### src/rtl/divisor_secuencial_4b_pkg.sv
// Shared definitions for the sequential restoring divider: default width and FSM encoding.
package divisor_secuencial_4b_pkg;

  localparam int ANCHO_DEF = 4;

  typedef enum logic [1:0] {
    REPOSO  = 2'd0,
    CALCULO = 2'd1,
    FIN     = 2'd2
  } estadoT;

endpackage

### src/rtl/divisor_secuencial_4b_restador.sv
// Ripple subtractor for the divider datapath, chained from the same fullAdder cell as the adder.
module fullAdder (
  input  logic a,
  input  logic b,
  input  logic cIn,
  output logic s,
  output logic cOut
);
  assign s    = a ^ b ^ cIn;
  assign cOut = (a & b) | (cIn & (a ^ b));
endmodule

module restador_nb #(
  parameter int N = 5
) (
  input  logic [N-1:0] minuendo,
  input  logic [N-1:0] sustraendo,
  output logic [N-1:0] diferencia,
  output logic         acarreo
);
  logic [N:0] c;

  // Two's complement subtraction: invert the subtrahend and inject 1 as carry-in.
  assign c[0] = 1'b1;

  for (genvar i = 0; i < N; i++) begin : gBit
    fullAdder uFa (
      .a   (minuendo[i]),
      .b   (~sustraendo[i]),
      .cIn (c[i]),
      .s   (diferencia[i]),
      .cOut(c[i+1])
    );
  end

  assign acarreo = c[N];
endmodule

### src/rtl/divisor_secuencial_4b.sv
// Multi-cycle restoring unsigned divider: one shift-and-subtract step per clock, listo strobe on completion.
module divisor_secuencial_4b
  import divisor_secuencial_4b_pkg::*;
#(
  parameter int ANCHO = ANCHO_DEF
) (
  input  logic             clk,
  input  logic             rst_n,
  input  logic             inicio,
  input  logic [ANCHO-1:0] dividendo,
  input  logic [ANCHO-1:0] divisor,
  output logic             ocupado,
  output logic             listo,
  output logic [ANCHO-1:0] cociente,
  output logic [ANCHO-1:0] residuo,
  output logic             errorDiv0
);
  localparam int CW = $clog2(ANCHO + 1);

  estadoT           estado, estadoSig;
  logic [ANCHO:0]   rReg, rDesp, dif;
  logic [ANCHO-1:0] qReg, dReg;
  logic [CW-1:0]    cnt;
  logic             esDiv0, acarreo, acepta;

  // The listo cycle is spent back in REPOSO but still counts as busy, so gate on ocupado too.
  assign acepta = (estado == REPOSO) && inicio && !ocupado;
  assign rDesp  = {rReg[ANCHO-1:0], qReg[ANCHO-1]};

  restador_nb #(.N(ANCHO + 1)) uRest (
    .minuendo  (rDesp),
    .sustraendo({1'b0, dReg}),
    .diferencia(dif),
    .acarreo   (acarreo)
  );

  always_ff @(posedge clk or negedge rst_n) begin
    if (!rst_n) estado <= REPOSO;
    else        estado <= estadoSig;
  end

  always_comb begin
    estadoSig = estado;
    case (estado)
      REPOSO:  if (acepta) estadoSig = (divisor == '0) ? FIN : CALCULO;
      CALCULO: if (cnt == CW'(1)) estadoSig = FIN;
      FIN:     estadoSig = REPOSO;
      default: estadoSig = REPOSO;
    endcase
  end

  always_ff @(posedge clk or negedge rst_n) begin
    if (!rst_n) begin
      rReg      <= '0;
      qReg      <= '0;
      dReg      <= '0;
      cnt       <= '0;
      esDiv0    <= 1'b0;
      ocupado   <= 1'b0;
      listo     <= 1'b0;
      cociente  <= '0;
      residuo   <= '0;
      errorDiv0 <= 1'b0;
    end else begin
      listo <= 1'b0;
      if (listo) ocupado <= 1'b0;
      case (estado)
        REPOSO: if (acepta) begin
          qReg      <= dividendo;
          rReg      <= '0;
          dReg      <= divisor;
          cnt       <= CW'(ANCHO);
          esDiv0    <= (divisor == '0);
          errorDiv0 <= 1'b0;
          ocupado   <= 1'b1;
        end
        CALCULO: begin
          // Carry out means no borrow: keep the difference and shift in a quotient 1.
          rReg <= acarreo ? dif : rDesp;
          qReg <= {qReg[ANCHO-2:0], acarreo};
          cnt  <= cnt - 1'b1;
        end
        FIN: begin
          listo     <= 1'b1;
          cociente  <= esDiv0 ? '1 : qReg;
          residuo   <= esDiv0 ? qReg : rReg[ANCHO-1:0];
          errorDiv0 <= esDiv0;
        end
        default: ;
      endcase
    end
  end
endmodule

### config.mk
export PLATFORM = sky130hd
export DESIGN_NAME = divisor_secuencial_4b
export DESIGN_NICKNAME = d
export VERILOG_FILES = /design/src/rtl/divisor_secuencial_4b_pkg.sv /design/src/rtl/divisor_secuencial_4b_restador.sv /design/src/rtl/divisor_secuencial_4b.sv
export SDC_FILE = /design/constraint.sdc
export NUM_CORES = 1
export LEC_CHECK = 0
export CORE_ASPECT_RATIO = 0.7
export CORE_MARGIN = 3
export CORE_UTILIZATION = 40
export DETAILED_ROUTE_END_ITERATION = 16
export PLACE_DENSITY = 0.65
export SETUP_SLACK_MARGIN = 0.1
export SYNTH_ARGS = -nofsm -noshare
export SYNTH_HDL_FRONTEND = slang
export SYNTH_SLANG_ARGS = --single-unit
### constraint.sdc
create_clock -name clk -period 5.88 [get_ports clk]
set_input_delay 0.882 -clock clk [delete_from_list [all_inputs] [get_ports clk]]
set_output_delay 0.882 -clock clk [all_outputs]
set_load 0.02 [all_outputs]
Word level (Yosys, flattened, before mapping)
Index checks and enable logic that the tools add are counted.
Word-level totals
  memory bits (read-only): 0
  flip-flop bits (word level): 29
  RAM bits: 0
  bits in latches: 0
  memories: 0
  input port bits: 11
Operators by class
  mux-type cells: 19
  bitwise gates (word level): 26
  reduce and logical (&&, ||, !) cells: 11
  shifts and indexed selects: 0
  magnitude comparators: 0
  $mul: 0
  eq/ne operators: 5
  div/mod/pow operators: 0
  $add $sub $neg: 1
Operators with widths (count)
  4-bit 2-to-1 mux: 5
  4-bit case mux with 2 select lines: 2
  1-bit AND: 8
  2-bit AND reduction: 4
  1-bit bitwise XOR: 7
  2-bit 2-to-1 mux: 3
  1-bit NOT: 6
  3-bit case mux with 2 select lines: 1
  1-bit 2-to-1 mux: 5
  1-bit OR: 5
  4-bit logical NOT: 1
  2-bit inequality test (second input constant): 2
  2-bit case mux with 2 select lines: 1
  2-bit nonzero test: 2
  3-bit by 1-bit == test with 1-bit output (second input constant): 1
  3-bit 2-to-1 mux: 1
  3-bit by 1-bit subtractor with 3-bit output (second input constant): 1
  2-bit by 1-bit == test with 1-bit output (second input constant): 1
  2-bit == test (second input constant): 1
  1-bit logical AND: 2
  2-bit logical NOT: 1
  1-bit case mux with 2 select lines: 1
  1-bit logical NOT: 1

Depth between registers and ports, before layout
  word-level depth: 13
  gate-level depth with buffers: 9
  depth with buffers taken out: 8

Cells and area by module
From an unflattened synthesis, not the netlist that was laid out.
Unflattened totals
  cells, all modules: 140
  area, all modules: 1440.1 µm²
By module, submodules not included
  divisor_secuencial_4b: area each 1317.5 µm², cells an instance 129, times used 1, seq. area each 725.7 µm²
  fullAdder: area each 20.0 µm², cells an instance 1, times used 5, seq. area each 0.0 µm²
  restador_nb: area each 22.5 µm², cells an instance 6, times used 1, seq. area each 0.0 µm²

Least setup slack after synthesis
OpenSTA, ideal clock, no wires.
  path type: register to register
  from: reg qReg[3]
  to: reg rReg[3]
  arrival time: 2.360 ns
  period minus slack after synthesis: 2.438 ns
  required time: 5.802 ns
  slack: 3.442 ns
  cell stages (with the launch flop): 10
  setup time: 0.078 ns
  cell sequence: dfrtp_1 > inv_1 > ha_1 > fa_1 > fa_1 > fa_1 > nand2b_1 > clkbuf_2 > mux2_2 > o2bb2ai_1
On the way
  longest elaborated chain between the ends: 12
  elaborated cells on any way between the ends: 14
RTL lines
  start: declaration: line divisor_secuencial_4b.sv:22  | logic [ANCHO-1:0] qReg, dReg;
  start signal: assignment: line divisor_secuencial_4b.sv:69  | qReg <= dividendo;
  start signal: assignment: line divisor_secuencial_4b.sv:80  | qReg <= {qReg[ANCHO-2:0], acarreo};
  1-bit AND / 1-bit bitwise XOR (equally long branches): line divisor_secuencial_4b_restador.sv:10  | assign cOut = (a & b) | (cIn & (a ^ b));
  1-bit OR (*): line divisor_secuencial_4b_restador.sv:10
  1-bit AND (*): line divisor_secuencial_4b_restador.sv:10
  1-bit OR (*): line divisor_secuencial_4b_restador.sv:10
  1-bit AND (*): line divisor_secuencial_4b_restador.sv:10
  1-bit OR (*): line divisor_secuencial_4b_restador.sv:10
  1-bit AND: line divisor_secuencial_4b_restador.sv:10
  1-bit OR: line divisor_secuencial_4b_restador.sv:10
  1-bit AND: line divisor_secuencial_4b_restador.sv:10
  1-bit OR: line divisor_secuencial_4b_restador.sv:10
  4-bit 2-to-1 mux (*): line divisor_secuencial_4b.sv:79  | rReg <= acarreo ? dif : rDesp;
  4-bit case mux with 2 select lines (*): line divisor_secuencial_4b.sv:67  | case (estado)
  end signal: assignment: line divisor_secuencial_4b.sv:79
  end: declaration: line divisor_secuencial_4b.sv:21  | logic [ANCHO:0] rReg, rDesp, dif;
Every way passes the cells marked *; elsewhere a longest branch is shown, timed or not.
A chain may end at the register's enable or synchronous reset.

Worst setup path after layout
Ends and elaborated chain as after synthesis.

==> metrics.yaml <==
yosysSeqAreaShare: 0.515
rrSetupSlack_ns: 3.20
die_height_um: 55.7
path_clk_slew_ns: 0.06
antenna_cells: 0
drv_cap: 0
via_per_inst: 4.85
post_cts_resized: 0
worst_pin_slew_ns: 0.579
clock_skew_ns: 0.00244
synth_area_mm2: 0.00141
synthFlopType: "dfrtp_1"
htreeDepth: 2
yosys_warnings: 0
start_kind: "flip-flop"
hp-class: "flip-flop to flip-flop"
syn_nets: 148
initialDrtViolationCount: 46
syn_to_final_growth_pct: 21.7
overflow: 0
fin_tns_setup_ns: 0
grt_pass1_vias: 1004
criticalPathCategory: "flip-flop to flip-flop"
power_density_mw_per_mm2: 217
antenna_found_initial: 0
detail-route-antenna-nets: 0
cts_setup_buffers: 0
start_util: 0.433
ys_seq_elements: 29
clockBufferDepth: 2
synth_edf_count: 0
nFillCells: 304
routedWlPerCell_um: 13.9
synthDistinctLibCells: 28
rsz0062_at_grt: "no"
gr-usage-all-layers: 0.148
final_common_cell: "dfrtp_1"
ctsHoldBuffers: 0
cts_tree: "yes"
num_rows: 17
path_max_fanout: 8
drive_above_1_share: 0.0855
clock_latency_ns: 0.28
async_flop_share: 1.00
grt_pass1_wl_um: 4850
die_area_mm2: 0.00429
pre_cts_ws_ns: 3.23
startpoint: "qReg[3]"
coreArea_mm2: 0.00325
max_freq_mhz: 373
final_nets: 168
postSynthCellCount: 131
slew_headroom: 0.610
post-route-period-util: 0.456
dr.pass1.iters: 5
leakagePower_nw: 0.800
finalNonFillerCells: 199
num_vias: 966
setup_viol_count_final: 0
hold_violations: 0
hpwl_um: 2050
fin_crit_ns: 2.68
cts_inserted_buffers: 5
slew_viol_final: 0
placedCellCount: 191
multiInputGateArea_um2: 603
hold_start: "listo"
ir_worst_vdd_mv: 0.132
layout_setup_ws_ns: 3.20
fp.dieW_um: 77.0
rr_startpoint: "qReg[3]"
pin_count: 22
gp_congestion: 0.778
io_buffers: 21
end_kind: "flip-flop"
route.detailed.drc: 0
final_cell_mix: "29 x dfrtp_1, 21 x clkdlybuf4s50_1, 16 x nand2_1, 9 x nor2_1, 9 x o21ai_0"
status: "complete, no violations"
cts-root-buf: "clkbuf_8"
seq_area_um2: 726
synth.avg_cell_area_um2: 10.8
worstPathRequired_ns: 6.08
critical_path_arrival_ns: 2.88
clkSinkCount: 29
grt_start_max_net_pins: 30
wirelength_um: 2770
## cells in the mapped netlist, types with 4 or more instances
| library cell | n | area [um2] |
|---|---|---|
| dfrtp_1 | 29 | 726 |
| nand2_1 | 16 | 60.1 |
| nor2_1 | 9 | 33.8 |
| o21ai_0 | 9 | 45.0 |
| inv_1 | 8 | 30.0 |
| buf_2 | 6 | 30.0 |
| nor2b_1 | 6 | 37.5 |
| o2bb2ai_1 | 6 | 52.6 |
| mux2_2 | 5 | 56.3 |
| a22oi_1 | 4 | 30.0 |
| mux2i_1 | 4 | 40.0 |
## worst paths after layout
path / endpoint / cells past startpoint
worst min register to register: ocupado / 1
max in group asynchronous: residuo[1] / 2
min in group asynchronous: ocupado / 2
worst max register to register: rReg[3] / 8
worst min-delay path: ocupado / 1
worst max-delay path: rReg[3] / 8
## final cells by class
cell class	count	area share
timing repair buffer	22	0.127
clock buffer	8	0.0467
inverter	8	0.0175
tap	47	0.0343
multi-input combinational	85	0.352
sequential	29	0.423
## registers in the layout, summed over array words and instances, names as in the netlist
name	flops
cnt	3
cociente	4
dReg	4
errorDiv0	1
esDiv0	1
estado	2
listo	1
ocupado	1
qReg	4
rReg	4
residuo	4
## power breakdown
part	internal, mW	total, mW	switching (mW)	leakage [nW]
clock	0.0838	0.154	0.0701	0.0395
sequential	0.201	0.203	0.00191	0.359
combinational	0.00860	0.0150	0.00636	0.401
## metal layers
| metal | up-vias | GRT usage | part of all wire |
|---|---|---|---|
| li1 | 483 | - | - |
| met1 | 455 | 0.197 | 0.51 |
| met2 | 22 | 0.210 | 0.42 |
| met3 | 6 | 0.0534 | 0.052 |
| met4 | 0 | 0.0775 | 0.020 |
| met5 | - | 0 | 0 |
## worst max-delay path: stages (launching register included)
cell	delay, ns
dfrtp_1	0.43
inv_1	0.07
ha_1	0.20
fa_1	0.38
fa_1	0.38
fa_1	0.37
nand2b_1	0.26
mux2_2	0.38
o2bb2ai_1	0.13
## cells by family after synthesis
logic type | share of synthesized area
compound gates | 0.132
xor+xnor | 0.00621
fa+ha+maj | 0.0692
buf+inv | 0.0577
flops | 0.515
mux | 0.0790
simple gates | 0.141
## stage by stage
| stage | area [um2] | power (mW) | hold WS (ns) | utilization |
|---|---|---|---|---|
| CTS | 1720 | 0.377 | 0.480 | 0.527 |
| finish | 1720 | 0.372 | 0.465 | 0.527 |
| global placement | 1640 | 0.222 | 0.465 | 0.502 |
| detailed placement | 1640 | 0.222 | 0.470 | 0.502 |
| global route | 1720 | 0.388 | 0.516 | 0.527 |
| floorplan | 1410 | 0.209 | 0.468 | - |
(Power assumes the default switching activity.)
